`src/rtl/irq_controller.sv`:
```
// irq_controller: machine-level interrupt controller.
// Contains the MSIP bit, a 64-bit mtime/mtimecmp timer and NUM_EXT
// edge-latched external lines. It drives one request plus a cause code to the
// exception logic. Priority is MEI > MSI > MTI.
// Optional build macro: MTIME_PRESCALE_EN. When it is defined, mtime advances
// once every PRESCALE cycles instead of every cycle.
//
// Request handshake: irq_out is a level that stays high from the cycle the
// request is issued until the core answers with a one-cycle irq_ack. It also
// drops if the sources or mie_global go away first. irq_cause is stable while
// irq_out is high. After the ack no new request is issued until a one-cycle
// mret pulse closes the handler.
module irq_controller #(
   parameter int NUM_EXT  = 8,
   parameter int PRESCALE = 16
) (
   input  logic               clk,
   input  logic               rst,
   input  logic [NUM_EXT-1:0] ext_irq,
   input  logic               mie_global,
   input  logic               irq_ack,
   input  logic               mret,
   input  logic [4:0]         bus_addr,
   input  logic [31:0]        bus_wdata,
   input  logic               bus_we,
   input  logic               bus_re,
   output logic [31:0]        bus_rdata,
   output logic               irq_out,
   output logic [3:0]         irq_cause,
   output logic               timer_irq_pending,
   output logic [1:0]         fsm_state
);

   typedef enum logic [1:0] {IDLE = 2'd0, REQ = 2'd1, SVC = 2'd2} state_t;

   localparam logic [3:0] CAUSE_MEI = 4'd11;
   localparam logic [3:0] CAUSE_MSI = 4'd3;
   localparam logic [3:0] CAUSE_MTI = 4'd7;

   state_t             state, state_n;
   logic               irq_out_n;
   logic [3:0]         irq_cause_n;
   logic               msip;
   logic               mtip;
   logic [63:0]        mtime, mtimecmp;
   logic [NUM_EXT-1:0] ext_pending, ext_enable;
   logic [NUM_EXT-1:0] ext_s1, ext_s2, ext_prev, ext_rise;
   logic [NUM_EXT-1:0] claim_mask, clr_mask;
   logic [31:0]        claim_val, rd_mux;
   logic [2:0]         reg_sel;
   logic               wr_msip, wr_cmp_lo, wr_cmp_hi, wr_mt_lo, wr_mt_hi;
   logic               wr_pend, wr_en, claim_rd, tick;
   logic               src_mei, src_msi, src_any;
   logic [3:0]         win_cause;
   logic               addr_unused;

   assign reg_sel     = bus_addr[4:2];
   assign addr_unused = ^bus_addr[1:0];
   assign wr_msip     = bus_we && (reg_sel == 3'd0);
   assign wr_cmp_lo   = bus_we && (reg_sel == 3'd1);
   assign wr_cmp_hi   = bus_we && (reg_sel == 3'd2);
   assign wr_mt_lo    = bus_we && (reg_sel == 3'd3);
   assign wr_mt_hi    = bus_we && (reg_sel == 3'd4);
   assign wr_pend     = bus_we && (reg_sel == 3'd5);
   assign wr_en       = bus_we && (reg_sel == 3'd6);
   assign claim_rd    = bus_re && (reg_sel == 3'd7);

`ifdef MTIME_PRESCALE_EN
   localparam int PW = (PRESCALE > 1) ? $clog2(PRESCALE) : 1;
   logic [PW-1:0] pre_cnt;

   // Prescaler: counts 0..PRESCALE-1; an mtime write restarts the period.
   always_ff @(posedge clk or posedge rst) begin
      if (rst)                                 pre_cnt <= '0;
      else if (wr_mt_lo || wr_mt_hi)           pre_cnt <= '0;
      else if (pre_cnt == PW'(PRESCALE - 1))   pre_cnt <= '0;
      else                                     pre_cnt <= pre_cnt + 1'b1;
   end

   assign tick = (pre_cnt == PW'(PRESCALE - 1));
`else
   logic prescale_unused;
   assign prescale_unused = (PRESCALE != 0);
   assign tick = 1'b1;
`endif

   // Two-flop synchronizer plus a third stage for rising-edge detection.
   always_ff @(posedge clk or posedge rst) begin
      if (rst) begin
         ext_s1   <= '0;
         ext_s2   <= '0;
         ext_prev <= '0;
      end else begin
         ext_s1   <= ext_irq;
         ext_s2   <= ext_s1;
         ext_prev <= ext_s2;
      end
   end

   assign ext_rise = ext_s2 & ~ext_prev;

   // Claim finds the lowest-index pending and enabled line.
   always_comb begin
      claim_val  = 32'd0;
      claim_mask = '0;
      for (int i = NUM_EXT - 1; i >= 0; i--) begin
         if (ext_pending[i] && ext_enable[i]) begin
            claim_val  = 32'(i + 1);
            claim_mask = '0;
            claim_mask[i] = 1'b1;
         end
      end
   end

   assign clr_mask = (wr_pend ? bus_wdata[NUM_EXT-1:0] : '0) |
                     (claim_rd ? claim_mask : '0);

   // Read mux works on current (pre-write) register values.
   always_comb begin
      rd_mux = 32'd0;
      case (reg_sel)
         3'd0: rd_mux = {31'd0, msip};
         3'd1: rd_mux = mtimecmp[31:0];
         3'd2: rd_mux = mtimecmp[63:32];
         3'd3: rd_mux = mtime[31:0];
         3'd4: rd_mux = mtime[63:32];
         3'd5: rd_mux = 32'(ext_pending);
         3'd6: rd_mux = 32'(ext_enable);
         default: rd_mux = claim_val;
      endcase
   end

   // Bus-visible registers; a new edge beats a same-cycle clear.
   always_ff @(posedge clk or posedge rst) begin
      if (rst) begin
         msip        <= 1'b0;
         mtimecmp    <= '1;
         ext_pending <= '0;
         ext_enable  <= '0;
         bus_rdata   <= 32'd0;
      end else begin
         if (wr_msip)   msip <= bus_wdata[0];
         if (wr_cmp_lo) mtimecmp[31:0]  <= bus_wdata;
         if (wr_cmp_hi) mtimecmp[63:32] <= bus_wdata;
         if (wr_en)     ext_enable <= bus_wdata[NUM_EXT-1:0];
         ext_pending <= (ext_pending & ~clr_mask) | ext_rise;
         if (bus_re)    bus_rdata <= rd_mux;
      end
   end

   // mtime: a bus write replaces one half and suppresses that cycle's increment.
   always_ff @(posedge clk or posedge rst) begin
      if (rst)           mtime <= 64'd0;
      else if (wr_mt_lo) mtime[31:0]  <= bus_wdata;
      else if (wr_mt_hi) mtime[63:32] <= bus_wdata;
      else if (tick)     mtime <= mtime + 64'd1;
   end

   // Registered timer compare.
   always_ff @(posedge clk or posedge rst) begin
      if (rst) mtip <= 1'b0;
      else     mtip <= (mtime >= mtimecmp);
   end

   assign timer_irq_pending = mtip;
   assign src_mei   = |(ext_pending & ext_enable);
   assign src_msi   = msip;
   assign src_any   = src_mei || src_msi || mtip;
   assign win_cause = src_mei ? CAUSE_MEI : (src_msi ? CAUSE_MSI : CAUSE_MTI);

   // Sequencer next state: request, wait for ack, then block until mret.
   always_comb begin
      state_n     = state;
      irq_out_n   = 1'b0;
      irq_cause_n = irq_cause;
      case (state)
         IDLE: begin
            if (mie_global && src_any) begin
               state_n     = REQ;
               irq_out_n   = 1'b1;
               irq_cause_n = win_cause;
            end
         end
         REQ: begin
            if (irq_ack)                      state_n = SVC;
            else if (!mie_global || !src_any) state_n = IDLE;
            else                              irq_out_n = 1'b1;
         end
         SVC: begin
            if (mret) state_n = IDLE;
         end
         default: state_n = IDLE;
      endcase
   end

   // Sequencer state and registered request outputs.
   always_ff @(posedge clk or posedge rst) begin
      if (rst) begin
         state     <= IDLE;
         irq_out   <= 1'b0;
         irq_cause <= 4'd0;
      end else begin
         state     <= state_n;
         irq_out   <= irq_out_n;
         irq_cause <= irq_cause_n;
      end
   end

   assign fsm_state = state;

endmodule

```
`config.mk`:
```
export PLATFORM = sky130hd
export DESIGN_NAME = irq_controller
export DESIGN_NICKNAME = d
export VERILOG_FILES = /design/src/rtl/irq_controller.sv
export SDC_FILE = /design/constraint.sdc
export NUM_CORES = 1
export LEC_CHECK = 0
export ABC_AREA = 1
export BUFFER_PORTS_ARGS = -buffer_cell sky130_fd_sc_hd__buf_4
export CORE_MARGIN = 2
export CORE_UTILIZATION = 58
export CTS_BUF_LIST = sky130_fd_sc_hd__clkbuf_16
export DETAILED_ROUTE_END_ITERATION = 8
export PLACE_DENSITY = 0.8
export SLEW_MARGIN = 20
export SYNTH_ARGS = -nofsm -noshare
export SYNTH_HDL_FRONTEND = slang
export SYNTH_SLANG_ARGS = --single-unit
```
`constraint.sdc`:
```
create_clock -name clk -period 7.6 [get_ports clk]
set_input_delay 0 -clock clk [delete_from_list [all_inputs] [get_ports clk]]
set_output_delay 0 -clock clk [all_outputs]
set_load 0.005 [all_outputs]
```
==> run_results.csv, run 1 <==
group,metric,value,unit
detailed_routing,ant_nets,0,
clock_network,tritoncts,"done",
run,max-cap-violations,0,
pwr,power.density_cell_area,262.9,nW/um^2
pwr,power.static_leakage,7.544,nW
clock_network,clock-sinks,208,
cells_and_area,drive_gt1_frac,0.1222,
synth,ys_ff_latch,208,
timing,final.setup.tns,0,ns
placed_design,gp_congestion,1.026,
cells_and_area,layout.cells.most_common_list,"587 x nand2_1, 254 x inv_1, 170 x o21ai_0, 144 x dfrtp_1, 133 x nor2_1",
die,num_rows,55,
synth,synth_nets,1956,
timing,final.period_utilization,0.3502,
setup_path,critPathRequiredTime,8.02,ns
hold_path,min_path_type,"in2reg",
detailed_routing,route.vias.total,13045,
cells_and_area,area_growth_syn_to_layout,16.15,%
detailed_routing,wirelength,42870,um
cells_and_area,mostFrequentLayoutCell,"nand2_1",
timing,grt_setup_unrepaired,"false",
grt,global_route_wire_length_before_repair,67930,um
setup_path,timing.critical_path.cells,"nand2_1 -> nor2_1 -> nand2_1 -> nor2_2 -> nand3_1 -> o21ai_0 -> nand3_1 -> nand2_1 -> nand2_1",
timing,max_freq,375.7,MHz
clock_network,post_cts_buffers,0,
timing,finClkSkew,0.03162,ns
setup_path,timing.critical_path.slowest_stage_cell,"nor2_2",
placed_design,postPlaceCellArea,13920,um^2
timing,slew_worst_pin,0.9961,ns
detailed_routing,route.detailed.vias_per_inst,5.777,
pwr,post-layout-total-power,4.019,mW
timing,final_hold_viol_count,0,
cells_and_area,design_area,15290,um^2
grt,antenna_found_initial,1,
timing,finalSetupViolations,0,
setup_path,critical_path_type,"reg2reg",
die,initial_core_util,0.5866,
status,outcome,"finished clean",
pwr,ir_worst_vdd,0.0002193,V
clock_network,clockRootBuffer,"clkbuf_16",
cells_and_area,final_net_count,2071,
setup_path,startpoint_type_of_the_worst_setup_path,"flop",
synth,synth_cells,1839,
die,die_width,154.6,um
die,dieArea,23910,um^2
synth,avgSynthCellArea,7.156,um^2
grt,grt_start_max_net_pins,133,
synth,ys_seq_area_frac,0.4016,
grt,first_global_vias,12589,
synth,synthesis.yosys.warnings,0,
setup_path,endpoint_kind,"flop",
placed_design,dp.cells,2160,
grt,gr-total-overflow,0,
timing,fin_crit,2.661,ns
synth,share_of_flip_flops_with_an_asynchronous_set_or_reset_after_synthesis,1.000,
setup_path,path_delay_family,"simple AND/OR/NAND/NOR gates",
die,die_h,154.6,um
cells_and_area,instances_no_fill,2258,
detailed_routing,detailedRoute.firstPassIterationCount,6,
clock_network,cts.clk_slew.worst_paths,0.07,ns
clock_network,clock_tree.htree_level_count,1,
synth,ys.flop_type,"dfrtp_1",
setup_path,worstPathMaxFanout,11,
timing,final_max_slew_viol_count,0,
grt,globalRouteTotalUtil,0.3618,
placed_design,post-dp-hpwl,29540,um
detailed_routing,wl_per_cell,18.99,um
timing,timing.hold.ws,0.09927,ns
setup_path,crit_arrival,3.08,ns
detailed_routing,route.detailed.drc,0,
clock_network,clk_latency,0.55,ns
clock_network,clk_path_buf_depth,3,
synth,netlist_area_before_placement,13160,um^2
setup_path,timing.critical_path.mode_cell,"nand2_1",
timing,timing.max_slew.rel_slack,0.3359,
setup_path,critical_path.max_stage_delay,0.53,ns
die,design.portCount,92,
placed_design,port_buffers,89,
synth,post_synth_num_cell_types,48,
synth,synth_edf_count,0,
die,core_area,22430,um^2
detailed_routing,drt_iter0_drc,1484,
setup_path,cp.buffers_inverters,0,
clock_network,cts_buffer_count,24,
[cell families (layout without fill, tap and decap cells)]
| logic type | after synthesis | after routing | share of synthesized area |
|---|---|---|---|
| XOR/XNOR | 8 | 8 | 0.005324 |
| buffers and inverters | 325 | 458 | 0.1006 |
| other | 0 | 1 | 0 |
| adder cells (fa/ha/maj) | 65 | 65 | 0.06180 |
| flip-flops | 208 | 208 | 0.4016 |
| AO/OA/AOI/OAI | 348 | 348 | 0.1503 |
| AND/OR/NAND/NOR | 885 | 885 | 0.2804 |
[per-stage QoR]
stage            util  setup WS, ns
6_report       0.6814         4.939
2_1_floorplan       -         2.025
5_1_grt        0.6814         4.742
3_5_place_dp   0.6205         5.055
4_1_cts        0.6813         5.012
3_3_place_gp   0.6205         5.087
[metal layers]
layer / share of wire / GRT usage / wire, um
met4: 0.042 / 0.1433 / 1798
met2: 0.47 / 0.5938 / 20060
met5: 0 / 0 / 0
met3: 0.076 / 0.04651 / 3266
met1: 0.41 / 0.4903 / 17740
[sequential cells by signal, summed over array words and instances (netlist names), 2 cells and up]
signal	flops
irq_cause	3
mtimecmp	64
ext_s1	8
ext_s2	8
mtime	64
ext_prev	8
ext_pending	8
ext_enable	8
bus_rdata	32
fsm_state	2
[worst register-to-register path, stage by stage (launching register included)]
cell and delay [ns]:
dfrtp_1 0.46, nand2_1 0.15, nor2_1 0.28, nand2_1 0.11
nor2_2 0.53, nand3_1 0.45, o21ai_0 0.27, nand3_1 0.14
nand2_1 0.10, nand2_1 0.05
[repair_timing]
action,CTS,global route
endpoints found under the hold margin,284,0
hold buffers,53,0
resized for setup,0,0
[final timing paths]
| check | from | end | slack (ns) | cells past startpoint |
|---|---|---|---|---|
| setup / recovery | mtime[11] | mtime[47] | 4.94 | 9 |
| hold / removal | ext_irq[4] | ext_s1[4] | 0.1 | 2 |
| setup reg to reg | mtime[11] | mtime[47] | 4.94 | 9 |
| hold reg to reg | ext_s1[1] | ext_s2[1] | 0.35 | 0 |
| max in group asynchronous | rst | bus_rdata[26] | 5.90 | 4 |
| min in group asynchronous | rst | bus_rdata[13] | 0.15 | 3 |
[final cells by class]
| type | instances | area [um^2] |
|---|---|---|
| Antenna cell | 1 | 2.502 |
| Fill cell | 1906 | 7148 |
| Clock inverter | 20 | 232.7 |
| Clock buffer | 24 | 600.6 |
| Timing Repair Buffer | 147 | 1236 |
| Tap cell | 285 | 356.6 |
| Inverter | 267 | 1021 |
| Sequential cell | 208 | 5285 |
| Multi-Input combinational cell | 1306 | 6551 |
[where the power goes]
group	total (mW)	internal (mW)	switching [mW]
sequential	1.63	1.37	0.264
clock	1.23	0.745	0.485
combinational	1.16	0.445	0.712
[Yosys cell counts (12+ instances only)]
cell,number,area share
a21oi_1,62,0.024
a22oi_1,19,0.011
buf_2,20,0.0076
clkbuf_1,24,0.0068
dfrtp_1,144,0.27
dfstp_2,64,0.13
ha_1,65,0.062
inv_1,253,0.072
nand2_1,587,0.17
nand3_1,92,0.035
nand4_1,17,0.0081
nor2_1,133,0.038
nor3_1,14,0.0053
o2111ai_1,12,0.0080
o211ai_1,14,0.0080
o21ai_0,170,0.065
o21ai_1,25,0.0095
o221ai_1,13,0.0087
o22ai_1,19,0.0090
Note: power is estimated with default switching activity, not from simulation.
==> run 2, diff against run 1 <==
==> constraint.sdc (replaced) <==
create_clock -name clk -period 2.7 [get_ports clk]
set_input_delay 0 -clock clk [delete_from_list [all_inputs] [get_ports clk]]
set_output_delay 0 -clock clk [all_outputs]
set_load 0.005 [all_outputs]
==> run 2 against run 1 <==
Final area increased by 0.54%. Clock skew decreased by 0.011 ns. Non-clock buffer count increased by 17. Worst hold slack improved by 0.0018 ns. Critical endpoint is now mtime[43]. Largest cell class unchanged.
==> run_results.csv, run 2 (synthesis results as in run 1) <==
group,metric,value,unit
status,outcome,"finished clean",
timing,finalSetupViolations,0,
timing,final_max_slew_viol_count,0,
setup_path,timing.critical_path.mode_cell,"nand2_1",
timing,final_hold_viol_count,0,
die,initial_core_util,0.5866,
die,num_rows,55,
setup_path,critPathRequiredTime,3.14,ns
detailed_routing,ant_nets,0,
setup_path,startpoint_type_of_the_worst_setup_path,"flop",
cells_and_area,mostFrequentLayoutCell,"nand2_1",
detailed_routing,detailedRoute.firstPassIterationCount,5,
detailed_routing,route.vias.total,13221,
timing,final.setup.tns,0,ns
placed_design,post-dp-hpwl,31630,um
cells_and_area,area_growth_syn_to_layout,16.78,%
setup_path,critical_path_type,"reg2reg",
clock_network,post_cts_resize_count,0,
pwr,power.density_cell_area,728.2,nW/um^2
cells_and_area,filler_cell_count,1887,
grt,gr-total-overflow,0,
cells_and_area,final_net_count,2087,
timing,final.period_utilization,0.8238,
timing,timing.max_slew.rel_slack,0.5243,
cells_and_area,num_antenna_cells,0,
placed_design,port_buffers,89,
timing,fin_crit,2.224,ns
detailed_routing,route.detailed.vias_per_inst,5.819,
grt,antenna_found_initial,0,
setup_path,endpoint_kind,"flop",
setup_path,timing.critical_path.cells,"nand2_1 -> nor2_1 -> nand2_1 -> nor2_1 -> nand3_1 -> o21ai_1 -> nand3_1 -> nand2_1 -> inv_1",
clock_network,clock-sinks,208,
pwr,power.static_leakage,7.627,nW
detailed_routing,drt_iter0_drc,1442,
setup_path,worstPathMaxFanout,6,
die,die_h,154.6,um
clock_network,cts.clk_slew.worst_paths,0.07,ns
die,die_width,154.6,um
grt,global_route_wire_length_before_repair,69200,um
timing,timing.hold.ws,0.1011,ns
pwr,ir_worst_vdd,0.0005500,V
detailed_routing,route.detailed.drc,0,
setup_path,timing.critical_path.slowest_stage_cell,"dfrtp_1",
cells_and_area,fin_util,0.6851,
cells_and_area,drive_gt1_frac,0.1278,
die,core_area,22430,um^2
clock_network,clk_path_buf_depth,3,
placed_design,gp_congestion,0.9895,
clock_network,cts_buffer_count,23,
timing,slew_worst_pin,0.7136,ns
clock_network,clk_latency,0.55,ns
hold_path,min_path_type,"in2async",
clock_network,clock_tree.htree_level_count,1,
cells_and_area,largestRegisters,"mtime (64), mtimecmp (64), bus_rdata (32)",
grt,grt_start_max_net_pins,65,
detailed_routing,wirelength,44450,um
clock_network,tritoncts,"done",
run,max-cap-violations,0,
grt,first_global_vias,12464,
timing,grt_setup_unrepaired,"false",
setup_path,critical_path.max_stage_delay,0.44,ns
detailed_routing,wl_per_cell,19.56,um
clock_network,clockRootBuffer,"clkbuf_16",
die,design.portCount,92,
timing,max_freq,449.6,MHz
setup_path,crit_arrival,2.66,ns
timing,finClkSkew,0.02029,ns
grt,globalRouteTotalUtil,0.3713,
die,dieArea,23910,um^2
cells_and_area,layout.cells.most_common_list,"587 x nand2_1, 260 x inv_1, 170 x o21ai_0, 144 x dfrtp_1, 133 x nor2_1",
run 2: per-stage QoR:
stage	setup slack, ns	power [mW]	instance area [um^2]	instances
final	0.4758	11.19	15370	2272
after global routing	0.4071	11.82	15370	2272
after CTS	0.5218	11.11	15370	2272
after detailed placement	0.5543	7.802	14110	2179
after global placement	0.6301	7.667	14110	2179
after floorplan	0.05202	6.598	13160	1839
run 2: critical path: cells and delay by family, from the launching register on:
family                 cells  cell delay, ns
AND/OR/NAND/NOR            7            1.40
AO/OA/AOI/OAI              1            0.21
buffers and inverters      1            0.04
flip-flops                 1            0.44
run 2: worst paths after layout:
kind | endpoint | depth (start not counted) | slack (ns) | from
worst max-delay path | mtime[43] | 9 | 0.48 | mtime[40]
worst min-delay path | mtime[45] | 3 | 0.10 | rst
worst max register to register | mtime[43] | 9 | 0.48 | mtime[40]
worst min register to register | ext_s2[4] | 0 | 0.35 | ext_s1[4]
max in group asynchronous | mtimecmp[29] | 4 | 1.82 | rst
min in group clk | ext_s1[3] | 2 | 0.11 | ext_irq[3]
run 2: final cells by class:
class / instances / area [um^2] / share of cell area
multi-input cells: 1306 / 6551 / 0.4263
flip-flops and latches: 208 / 5285 / 0.3439
repair buffers: 164 / 1409 / 0.09167
inverters: 267 / 1017 / 0.06619
clock buffers: 23 / 575.6 / 0.03745
well taps: 285 / 356.6 / 0.02320
clock inverters: 19 / 173.9 / 0.01132
run 2: per-layer routing:
metal	GRT usage	vias up	part of all wire
met5	0	-	0
met2	0.6250	649	0.47
met4	0.1468	0	0.045
met1	0.4909	6252	0.40
met3	0.04595	124	0.080
li1	-	6196	-
run 2: power by group:
part | internal, mW | switching, mW
sequential | 3.85 | 0.723
clock | 1.84 | 1.39
combinational | 1.29 | 2.09
total | 6.99 | 4.21
run 2: what timing repair did:
item	in CTS	in global routing
buffers inserted	0	0
hold buffers	51	0
hold endpoints to repair	221	0
